$ cat src/rtl/alu_issue_if.sv
// ============================================================================
// alu_issue_if : operand-issue bus between register-read, alu_issue and ALU
// Revision     : 1.0
// ============================================================================
`default_nettype none

interface alu_issue_if #(
  parameter int WORD_SIZE = 32
);
  // Upstream (decode / register read) side
  logic                 in_valid;
  logic                 in_ready;
  logic [31:0]          instr;
  logic [WORD_SIZE-1:0] pc;
  logic [WORD_SIZE-1:0] rs1_data;
  logic [WORD_SIZE-1:0] rs2_data;

  // Downstream (ALU) side
  logic                 out_valid;
  logic                 out_ready;
  logic [2:0]           alu_op;
  logic [WORD_SIZE-1:0] arg1;
  logic [WORD_SIZE-1:0] arg2;
  logic                 shr_arith;
  logic [1:0]           cmp_sel;
  logic [4:0]           rd;
  logic                 wb_en;
  logic                 illegal_instr;

  // Environment view: feeds instructions, consumes issued operations
  modport master (
    output in_valid, instr, pc, rs1_data, rs2_data, out_ready,
    input  in_ready, out_valid, alu_op, arg1, arg2, shr_arith, cmp_sel,
           rd, wb_en, illegal_instr
  );

  // Issue-block view
  modport slave (
    input  in_valid, instr, pc, rs1_data, rs2_data, out_ready,
    output in_ready, out_valid, alu_op, arg1, arg2, shr_arith, cmp_sel,
           rd, wb_en, illegal_instr
  );
endinterface

`default_nettype wire

$ cat src/rtl/alu_issue.sv
// ============================================================================
// alu_issue : RV32I integer-compute decoder issuing through a 2-entry skid
// Revision  : 1.0
// ============================================================================
`default_nettype none

module alu_issue #(
  parameter int WORD_SIZE = 32
) (
  input  logic        clk,
  input  logic        rst,
  alu_issue_if.slave  bus
);

  localparam logic [6:0] OPC_OP     = 7'b0110011;
  localparam logic [6:0] OPC_OP_IMM = 7'b0010011;
  localparam logic [6:0] OPC_LUI    = 7'b0110111;
  localparam logic [6:0] OPC_AUIPC  = 7'b0010111;

  localparam logic [6:0] F7_BASE = 7'b0000000;
  localparam logic [6:0] F7_ALT  = 7'b0100000;

  localparam logic [2:0] F3_ADD  = 3'b000;
  localparam logic [2:0] F3_SL   = 3'b001;
  localparam logic [2:0] F3_SLT  = 3'b010;
  localparam logic [2:0] F3_SLTU = 3'b011;
  localparam logic [2:0] F3_XOR  = 3'b100;
  localparam logic [2:0] F3_SR   = 3'b101;
  localparam logic [2:0] F3_OR   = 3'b110;

  localparam logic [2:0] ALU_AND = 3'd0;
  localparam logic [2:0] ALU_OR  = 3'd1;
  localparam logic [2:0] ALU_XOR = 3'd2;
  localparam logic [2:0] ALU_SHL = 3'd3;
  localparam logic [2:0] ALU_SHR = 3'd4;
  localparam logic [2:0] ALU_ADD = 3'd5;
  localparam logic [2:0] ALU_SUB = 3'd6;

  localparam logic [1:0] CMP_NONE = 2'b00;
  localparam logic [1:0] CMP_SLT  = 2'b01;
  localparam logic [1:0] CMP_SLTU = 2'b10;

  typedef enum logic [1:0] {
    EMPTY = 2'd0,
    ONE   = 2'd1,
    FULL  = 2'd2
  } state_e;

  typedef struct packed {
    logic [2:0]           alu_op;
    logic [WORD_SIZE-1:0] arg1;
    logic [WORD_SIZE-1:0] arg2;
    logic                 shr_arith;
    logic [1:0]           cmp_sel;
    logic [4:0]           rd;
    logic                 wb_en;
  } entry_t;

  function automatic logic [2:0] f3_alu(input logic [2:0] f3);
    case (f3)
      F3_ADD:  f3_alu = ALU_ADD;
      F3_SL:   f3_alu = ALU_SHL;
      F3_SLT:  f3_alu = ALU_SUB;
      F3_SLTU: f3_alu = ALU_SUB;
      F3_XOR:  f3_alu = ALU_XOR;
      F3_SR:   f3_alu = ALU_SHR;
      F3_OR:   f3_alu = ALU_OR;
      default: f3_alu = ALU_AND;
    endcase
  endfunction

  function automatic logic [1:0] f3_cmp(input logic [2:0] f3);
    case (f3)
      F3_SLT:  f3_cmp = CMP_SLT;
      F3_SLTU: f3_cmp = CMP_SLTU;
      default: f3_cmp = CMP_NONE;
    endcase
  endfunction

  // --------------------------------------------------------------------------
  // Decode
  // --------------------------------------------------------------------------
  logic [6:0]           opcode_w;
  logic [2:0]           funct3_w;
  logic [6:0]           funct7_w;
  logic [4:0]           rd_w;
  logic [WORD_SIZE-1:0] imm_i_w;
  logic [WORD_SIZE-1:0] imm_u_w;
  logic [WORD_SIZE-1:0] shamt_w;
  entry_t               dec_w;
  logic                 legal_w;

  assign opcode_w = bus.instr[6:0];
  assign funct3_w = bus.instr[14:12];
  assign funct7_w = bus.instr[31:25];
  assign rd_w     = bus.instr[11:7];
  assign imm_i_w  = WORD_SIZE'($signed(bus.instr[31:20]));
  assign imm_u_w  = WORD_SIZE'($signed({bus.instr[31:12], 12'b0}));
  assign shamt_w  = WORD_SIZE'(bus.instr[24:20]);

  always_comb begin
    dec_w         = '0;
    legal_w       = 1'b0;
    dec_w.rd      = rd_w;
    dec_w.wb_en   = (rd_w != 5'd0);
    dec_w.alu_op  = f3_alu(funct3_w);
    dec_w.cmp_sel = f3_cmp(funct3_w);
    dec_w.arg1    = bus.rs1_data;
    case (opcode_w)
      OPC_OP: begin
        dec_w.arg2 = bus.rs2_data;
        if (funct7_w == F7_BASE) begin
          legal_w = 1'b1;
        end else if (funct7_w == F7_ALT) begin
          legal_w = (funct3_w == F3_ADD) || (funct3_w == F3_SR);
        end
        if ((funct3_w == F3_ADD) && funct7_w[5]) begin
          dec_w.alu_op = ALU_SUB;
        end
        dec_w.shr_arith = (funct3_w == F3_SR) && funct7_w[5];
      end
      OPC_OP_IMM: begin
        // Immediate form has no subtract; funct7 only qualifies shifts
        dec_w.arg2 = imm_i_w;
        case (funct3_w)
          F3_SL: begin
            legal_w    = (funct7_w == F7_BASE);
            dec_w.arg2 = shamt_w;
          end
          F3_SR: begin
            legal_w         = (funct7_w == F7_BASE) || (funct7_w == F7_ALT);
            dec_w.arg2      = shamt_w;
            dec_w.shr_arith = funct7_w[5];
          end
          default: legal_w = 1'b1;
        endcase
      end
      OPC_LUI: begin
        legal_w       = 1'b1;
        dec_w.alu_op  = ALU_ADD;
        dec_w.cmp_sel = CMP_NONE;
        dec_w.arg1    = '0;
        dec_w.arg2    = imm_u_w;
      end
      OPC_AUIPC: begin
        legal_w       = 1'b1;
        dec_w.alu_op  = ALU_ADD;
        dec_w.cmp_sel = CMP_NONE;
        dec_w.arg1    = bus.pc;
        dec_w.arg2    = imm_u_w;
      end
      default: legal_w = 1'b0;
    endcase
  end

  // --------------------------------------------------------------------------
  // Skid buffer: main_q drives the outputs, skid_q absorbs one overflow entry
  // --------------------------------------------------------------------------
  state_e state_q, state_d;
  entry_t main_q, main_d;
  entry_t skid_q, skid_d;
  logic   in_ready_q;
  logic   illegal_q;
  logic   accept_w;
  logic   load_w;
  logic   pop_w;
  logic   out_valid_w;

  assign out_valid_w = (state_q != EMPTY);
  assign accept_w    = bus.in_valid && in_ready_q;
  assign load_w      = accept_w && legal_w;
  assign pop_w       = out_valid_w && bus.out_ready;

  always_comb begin
    state_d = state_q;
    main_d  = main_q;
    skid_d  = skid_q;
    case (state_q)
      EMPTY: begin
        if (load_w) begin
          state_d = ONE;
          main_d  = dec_w;
        end
      end
      ONE: begin
        if (load_w && !pop_w) begin
          state_d = FULL;
          skid_d  = dec_w;
        end else if (load_w && pop_w) begin
          main_d = dec_w;
        end else if (pop_w) begin
          state_d = EMPTY;
        end
      end
      FULL: begin
        if (pop_w) begin
          state_d = ONE;
          main_d  = skid_q;
        end
      end
      default: state_d = EMPTY;
    endcase
  end

  always_ff @(posedge clk) begin
    if (rst) begin
      state_q    <= EMPTY;
      main_q     <= '0;
      skid_q     <= '0;
      in_ready_q <= 1'b1;
      illegal_q  <= 1'b0;
    end else begin
      state_q    <= state_d;
      main_q     <= main_d;
      skid_q     <= skid_d;
      in_ready_q <= (state_d != FULL);
      illegal_q  <= accept_w && !legal_w;
    end
  end

  assign bus.in_ready      = in_ready_q;
  assign bus.out_valid     = out_valid_w;
  assign bus.alu_op        = main_q.alu_op;
  assign bus.arg1          = main_q.arg1;
  assign bus.arg2          = main_q.arg2;
  assign bus.shr_arith     = main_q.shr_arith;
  assign bus.cmp_sel       = main_q.cmp_sel;
  assign bus.rd            = main_q.rd;
  assign bus.wb_en         = main_q.wb_en;
  assign bus.illegal_instr = illegal_q;

endmodule

`default_nettype wire
$ cat src/flat_wrapper.sv
// flat-port wrapper written by rule: the top's interface ports become plain ports
module alu_issue_flat 
#(
  parameter int WORD_SIZE = 32
)
  (clk, rst, bus_in_valid, bus_instr, bus_pc, bus_rs1_data, bus_rs2_data, bus_out_ready, bus_in_ready, bus_out_valid, bus_alu_op, bus_arg1, bus_arg2, bus_shr_arith, bus_cmp_sel, bus_rd, bus_wb_en, bus_illegal_instr);
  alu_issue_if #(.WORD_SIZE(WORD_SIZE)) bus_i ();
  input  logic clk;
  input  logic rst;
  input wire logic [$bits(bus_i.in_valid)-1:0] bus_in_valid;
  input wire logic [$bits(bus_i.instr)-1:0] bus_instr;
  input wire logic [$bits(bus_i.pc)-1:0] bus_pc;
  input wire logic [$bits(bus_i.rs1_data)-1:0] bus_rs1_data;
  input wire logic [$bits(bus_i.rs2_data)-1:0] bus_rs2_data;
  input wire logic [$bits(bus_i.out_ready)-1:0] bus_out_ready;
  output wire logic [$bits(bus_i.in_ready)-1:0] bus_in_ready;
  output wire logic [$bits(bus_i.out_valid)-1:0] bus_out_valid;
  output wire logic [$bits(bus_i.alu_op)-1:0] bus_alu_op;
  output wire logic [$bits(bus_i.arg1)-1:0] bus_arg1;
  output wire logic [$bits(bus_i.arg2)-1:0] bus_arg2;
  output wire logic [$bits(bus_i.shr_arith)-1:0] bus_shr_arith;
  output wire logic [$bits(bus_i.cmp_sel)-1:0] bus_cmp_sel;
  output wire logic [$bits(bus_i.rd)-1:0] bus_rd;
  output wire logic [$bits(bus_i.wb_en)-1:0] bus_wb_en;
  output wire logic [$bits(bus_i.illegal_instr)-1:0] bus_illegal_instr;
  assign bus_i.in_valid = bus_in_valid;
  assign bus_i.instr = bus_instr;
  assign bus_i.pc = bus_pc;
  assign bus_i.rs1_data = bus_rs1_data;
  assign bus_i.rs2_data = bus_rs2_data;
  assign bus_i.out_ready = bus_out_ready;
  assign bus_in_ready = bus_i.in_ready;
  assign bus_out_valid = bus_i.out_valid;
  assign bus_alu_op = bus_i.alu_op;
  assign bus_arg1 = bus_i.arg1;
  assign bus_arg2 = bus_i.arg2;
  assign bus_shr_arith = bus_i.shr_arith;
  assign bus_cmp_sel = bus_i.cmp_sel;
  assign bus_rd = bus_i.rd;
  assign bus_wb_en = bus_i.wb_en;
  assign bus_illegal_instr = bus_i.illegal_instr;
  alu_issue #(.WORD_SIZE(WORD_SIZE)) u_core (.clk(clk), .rst(rst), .bus(bus_i));
endmodule
$ cat config.mk
export PLATFORM = sky130hd
export DESIGN_NAME = alu_issue_flat
export DESIGN_NICKNAME = d
export VERILOG_FILES = /design/src/rtl/alu_issue_if.sv /design/src/rtl/alu_issue.sv /design/src/flat_wrapper.sv
export SDC_FILE = /design/constraint.sdc
export NUM_CORES = 1
export LEC_CHECK = 0
export CAP_MARGIN = 30
export CORE_MARGIN = 10
export CORE_UTILIZATION = 47
export CTS_CLUSTER_SIZE = 40
export DETAILED_ROUTE_END_ITERATION = 8
export PLACE_DENSITY = 0.77
export SYNTH_ARGS = -nofsm -noshare
export SYNTH_HDL_FRONTEND = slang
export SYNTH_SLANG_ARGS = --single-unit
export TNS_END_PERCENT = 20
$ cat constraint.sdc
create_clock -name clk -period 2.7 [get_ports clk]
set_clock_uncertainty 0.05 [all_clocks]
set_input_delay 0.54 -clock clk [delete_from_list [all_inputs] [get_ports clk]]
set_output_delay 0.54 -clock clk [all_outputs]
set_load 0.01 [all_outputs]
==> Yosys cells after proc, flatten, opt, wreduce, memory -nomap -nowiden <==
Cells that the tools add are included.
{ "totals": {"reg_bits": 156, "in_bits": 132} }
{ "op_classes": {"eq_ne": 18, "mux": 25, "n_reduce_logical": 23} }
{ "op_table": {"columns": ["op", "n"], "rows": [
  ["$mux W76", 4],
  ["$pmux W76 S3", 1],
  ["$pmux W32 S3", 1],
  ["$pmux W32 S2", 1],
  ["$mux W32", 1],
  ["$eq A7 B6 Y1 const B", 3],
  ["$pmux W3 S6", 1],
  ["$eq A7 B5 Y1 const B", 2],
  ["$mux W2", 6],
  ["$eq A3 B3 Y1 const B", 3],
  ["$logic_and A1 B1 Y1", 8],
  ["$logic_not A7 Y1", 1],
  ["$eq A3 B2 Y1 const B", 2],
  ["$ne A2 B1 Y1 const B", 3],
  ["$pmux W2 S3", 1],
  ["$pmux W3 S2", 1],
  ["$reduce_or A2 Y1", 3],
  ["$reduce_and A5 Y1", 1],
  ["$reduce_bool A5 Y1", 1],
  ["$ne A2 B2 Y1 const B", 2],
  ["$pmux W1 S2", 2],
  ["$pmux W2 S2", 1],
  ["$eq A3 B1 Y1 const B", 1],
  ["$logic_not A3 Y1", 1],
  ["11 further kinds", 15]
]} }

==> Logic depth before layout (Yosys ltp) <==
Gate-level depths: netlist (run 1).
{ "depth": {"word_depth": 11, "depth_mapped": 9, "ltp_nobuf": 5} }

==> Worst setup path before layout (run 1) <==
Ideal clock, no wire load.
{ "synth_timing": {"kind": "input port to flip-flop", "startpoint": "input bus_instr[12]", "endpoint": "register u_core.main_q, in the netlist u_core.bus.arg2[12]", "setup_ns": 0.121, "t_arrival_ns": 2.231, "t_required_ns": 2.529, "setup_slack_ns": 0.297, "path_stages": 9, "n_path_buf": 4, "cell_sequence": "buf_2 nor2b_1 nor2_1 a311o_1 buf_4 a21oi_1 buf_6 buf_6 mux2_4"} }
{ "synth_via": {"elab_chain_cells": 9, "word_cells_on_any_way": 22, "cone_classes": "eq/ne: 5; mux: 10; reduce/logical: 7"} }
{ "synth_lines": {"columns": ["element", "line_no", "source"], "rows": [
  ["start, declared", "flat_wrapper.sv:11", "input wire logic [$bits(bus_i.instr)-1:0] bus_instr;"],
  ["$eq A3 B3 Y1 or $logic_not A3 Y1 (tied branches)", "alu_issue.sv:115, alu_issue.sv:125", null],
  ["$logic_or A1 B1 Y1", "alu_issue.sv:115", "legal_w = (funct3_w == F3_ADD) || (funct3_w == F3_SR);"],
  ["$mux W1", "alu_issue.sv:114", "end else if (funct7_w == F7_ALT) begin"],
  ["$mux W1", "alu_issue.sv:112", "if (funct7_w == F7_BASE) begin"],
  ["$pmux W1 S3", "alu_issue.sv:109", "case (opcode_w)"],
  ["$logic_and A1 B1 Y1", "alu_issue.sv:171", "assign load_w = accept_w && legal_w;"],
  ["$logic_and A1 B1 Y1, on equally long branches", "alu_issue.sv:186, alu_issue.sv:189", null],
  ["$ne A2 B2 Y1 (no line) or $ne A2 B1 Y1 (tied branches)", null, null],
  ["$reduce_and A5 Y1 (no line)", null, null],
  ["end signal, assigned", "alu_issue.sv:214", "main_q <= main_d;"],
  ["end, declared", "alu_issue.sv:160", "entry_t main_q, main_d;"]
]} }
Several ways; a longest one is shown, not always the timed one. The select of a mux whose other input is x is not followed.
A chain may end at the register's enable or synchronous reset.

==> Worst setup path in the final report (run 1) <==
{ "layout_timing": {"startpoint": "input bus_instr[27]", "endpoint": "register u_core.skid_q[21] in the netlist's numbering"} }
{ "layout_via": {"elab_chain_cells": 7, "word_cells_on_any_way": 10, "cone_classes": "eq/ne: 1; mux: 4; reduce/logical: 5"} }
{ "layout_lines": {"columns": ["element", "line_no", "source"], "rows": [
  ["$eq A7 B6 Y1 or $logic_not A7 Y1 (tied branches)", null, null],
  ["$logic_or A1 B1 Y1 or $mux W1 (tied branches)", "alu_issue.sv:131, alu_issue.sv:114", null],
  ["$pmux W1 S2 or $mux W1 (tied branches)", "alu_issue.sv:125, alu_issue.sv:112", null],
  ["$pmux W1 S3 *", "alu_issue.sv:109", null],
  ["$logic_and A1 B1 Y1 *", "alu_issue.sv:171", null],
  ["$logic_and A1 B1 Y1 *", "alu_issue.sv:186", "if (load_w && !pop_w) begin"],
  ["$reduce_and A2 Y1 (no line) *", null, null],
  ["end signal, assigned", "alu_issue.sv:215", "skid_q <= skid_d;"],
  ["end, declared", "alu_issue.sv:161", "entry_t skid_q, skid_d;"]
]} }
Every way passes the cells marked *; elsewhere a longest branch is shown, timed or not.

==> metrics.md, run 1 <==
| Metric | Value |
|---|---|
| Skew-Pair Late Insertion Delay | `0.42 ns` |
| Post-synthesis sequential area ratio | `37.9%` |
| Post_cts resized | `0` |
| Warning count from the yosys run | `0` |
| VDD IR-drop max | `440 uV` |
| DRT iter0 DRCs | `748` |
| Worst setup SP type | `input port` |
| GP Congestion | `0.821` |
| Static leakage | `4.55 nW` |
| Die area | `0.0232 mm2` |
| Post-synth top area share | `37.9%` |
| First-pass GRT wire length | `43.8 mm` |
| Final ANT Viol Nets | `0` |
| CP max stage cell | `or4_1` |
| WP buf/inv | `2` |
| Setup TNS | `0 ns` |
| Via Count | `8421` |
| Num CTS Buffers | `17` |
| Die Ht | `152 um` |
| GRT Overall Usage | `22.3%` |
| CP Capture Type | `register` |
| GR peak layer | `met2` |
| Layout cells sized above 1 | `13.2%` |
| Post-synth EDFFs | `0` |
| Row count | `48` |
| Via density | `6.04` |
| Netlist cell types | `56` |
| Commonest non-fill, non-tap cells in the layout | `208 x clkdlybuf4s50_1, 156 x dfxtp_1, 75 x nand2_1` |
| Port Buf Inserts | `210` |
| Final worst-path cycle share | `92.6%` |
| Vias in the first global route | `8293` |
| Measured slew at the worst slew-check pin | `0.788 ns` |
| Final setup fails | `0` |
| GR Layer Usage met1 | `27.3%` |
| Slew margin rel. | `47.3%` |
| Largest area contributor in the netlist | `dfxtp_1` |
| Post-layout nets | `1286` |
| Htree depth | `4` |
| Ys flop type | `dfxtp_1` |
| Die width | `152 um` |
| Largest cells by area after synthesis | `dfxtp_1 38%, a211oi_1 6.7%, mux2i_1 5.8%, a31oi_1 4.7%, a21oi_1 4.0%` |
| Async SR Flop Fraction | `0%` |
| Synth Register Bits | `156` |
| Area growth from synthesis to layout | `40.8%` |
| Hold Crit Class | `reg -> reg` |
| GR Layer Usage met2 | `36.7%` |
| Worst setup path class | `in -> reg` |
| DRT Wirelength | `27.4 mm` |
| # DRC | `0` |
| Boundary Pins | `211` |
| Largest net degree at the start of global routing | `85` |
| Remaining global-route overflow | `0` |
| Met3 Usage GRT | `7.14%` |
| Fin crit period | `2.50 ns` |
| Worst-path cell chain | `clkdlybuf4s50_1, or4_1, nor3_2, a311o_2, buf_4, a31oi_1, a211oi_1` |
| Postcts setup bufs | `0` |
| Post-Syn Area per Cell | `8.57 um2` |
| Fmax | `0.400 GHz` |
| Core ar. | `0.0172 mm2` |
| Sink Count | `156` |
| Worst path arrival time | `2.78 ns` |
| Pwr/cell area | `484 mW/mm2` |
| Root Buffer | `clkbuf_16` |
| Req. time, crit path | `2.98 ns` |
| Family with the most delay on the worst path | `simple AND/OR/NAND/NOR gates` |
| Non-Filler Instances | `1394` |
| CTS clock-pin slew for the worst setup and hold paths | `0.06 ns` |
| Fin. max-slew vios | `0` |
| Initial antenna violation count | `2` |
| Synthesized instance count | `962` |
| Status | `finished clean` |
| Slowest stage delay, CP | `0.54 ns` |
| DRT Pass-1 Iters | `6` |
| CTS tree | `yes` |
| Cts hold-fix bufs | `0` |
| RSZ-0062 raised after global routing | `false` |
| Most common cell after layout, fill and taps aside | `clkdlybuf4s50_1` |
| Total power | `5.62 mW` |
| DR WL/cell | `19.6 um` |
| Crit path max fanout | `25` |
| Worst-case clock buffer depth | `2` |
| Net count after synthesis | `1094` |
| Placed Cells | `1360` |
| Syn Std Cell Area | `0.00824 mm2` |
| Final worst setup slack | `0.199 ns` |
| Total of max-cap violations | `0` |
| Starting Density | `47.8%` |
| Final HPWL DP | `19.7 mm` |
| Dpl ws | `-0.216 ns` |
| Final Hold Viols | `0` |
==> layout make-up <==
cell class                      count  area [um2]
Multi-Input combinational cell    654        4510
Antenna cell                        2        5.00
Timing Repair Buffer              289        2880
Inverter                           36         135
Fill cell                        1411        5630
Clock inverter                     12         210
Clock buffer                       20         467
Sequential cell                   156        3120
Tap cell                          225         282
==> where the power goes <==
group          switching [mW]  internal (mW)
Combinational           0.288          0.314
Sequential            0.00378           2.31
Clock                   0.984           1.73
Total                    1.28           4.35
==> sequential cells by signal, summed over array words and instances (netlist names) <==
register	flops
u_core.bus.cmp_sel	2
u_core.bus.alu_op	3
u_core.bus.illegal_instr	1
u_core.bus.in_ready	1
u_core.bus.shr_arith	1
u_core.bus.rd	5
u_core.bus.arg1	32
u_core.bus.arg2	32
u_core.bus.wb_en	1
u_core.state_q	2
u_core.skid_q	76
==> tightest hold or removal path, delay by kind of cell, from the launching register on <==
family        cells  cell delay, ns
flops             1            0.31
simple gates      1            0.05
mux               1            0.05
==> synthesized netlist by cell type (3+ instances only) <==
| cell type | number |
|---|---|
| a21oi_1 | 66 |
| a32oi_1 | 5 |
| nor4_1 | 33 |
| a211o_1 | 37 |
| o211ai_1 | 4 |
| nor3b_1 | 3 |
| nand4_1 | 12 |
| o31ai_1 | 13 |
| buf_6 | 3 |
| clkbuf_1 | 79 |
| nor2_1 | 49 |
| mux2_2 | 3 |
| inv_1 | 35 |
| buf_4 | 9 |
| or3_1 | 4 |
| a22o_1 | 19 |
| or4_1 | 6 |
| mux2i_1 | 48 |
| nand2_1 | 75 |
| buf_2 | 24 |
| o21ai_0 | 24 |
| a211oi_1 | 74 |
| nand2b_1 | 3 |
| dfxtp_1 | 156 |
| nor2b_1 | 26 |
| a22oi_1 | 22 |
| mux2_4 | 19 |
| a311oi_1 | 15 |
| nand3_1 | 5 |
| a31oi_1 | 62 |
==> cell families (layout without fill, tap and decap cells) <==
| logic type | Yosys count | after routing | synth area share [%] |
|---|---|---|---|
| xor gates and xnor gates | 2 | 2 | 0.213 |
| buffers and inverters | 152 | 357 | 7.97 |
| other | 0 | 2 | 0 |
| DFF | 156 | 156 | 37.9 |
| AOI/OAI and AO/OA | 351 | 351 | 29.9 |
| and+or+nand+nor | 231 | 231 | 14.3 |
| muxes | 70 | 70 | 9.70 |
==> layer usage <==
metal | wire length, um | vias to the layer above
li1 | - | 4005
met2 | 13000 | 364
met5 | 0 | -
met4 | 501 | 0
met1 | 11400 | 4015
met3 | 2420 | 37
==> stage by stage <==
stage               utilization [%]  area [um2]  hold slack, ns
floorplan                         -        8240           0.388
global placement               63.4       10900           0.394
detailed placement             63.4       10900           0.401
CTS                            67.3       11600           0.391
global route                   67.3       11600           0.414
finish                         67.3       11600           0.406
==> final timing paths <==
path	slack, ns	startpoint	endpoint	depth (start not counted)
max	0.20	bus_instr[27]	u_core.skid_q[21]	7
min	0.41	u_core.bus.arg2[10]	u_core.bus.arg2[10]	2
max reg2reg	0.61	u_core.state_q[1]	u_core.bus.arg2[11]	5
min reg2reg	0.41	u_core.bus.arg2[10]	u_core.bus.arg2[10]	2
No activity file was read; power rests on OpenSTA's default activity.
==> run 2: changes to the inputs <==
--- a/config.mk
+++ b/config.mk
@@ -10,6 +10,7 @@
 export CORE_UTILIZATION = 47
 export CTS_CLUSTER_SIZE = 40
 export DETAILED_ROUTE_END_ITERATION = 8
+export GPL_ROUTABILITY_DRIVEN = 0
 export PLACE_DENSITY = 0.77
 export SYNTH_ARGS = -nofsm -noshare
 export SYNTH_HDL_FRONTEND = slang
==> results of run 2 <==
No change in the layout: final DEF, timing and power equal those of run 1.
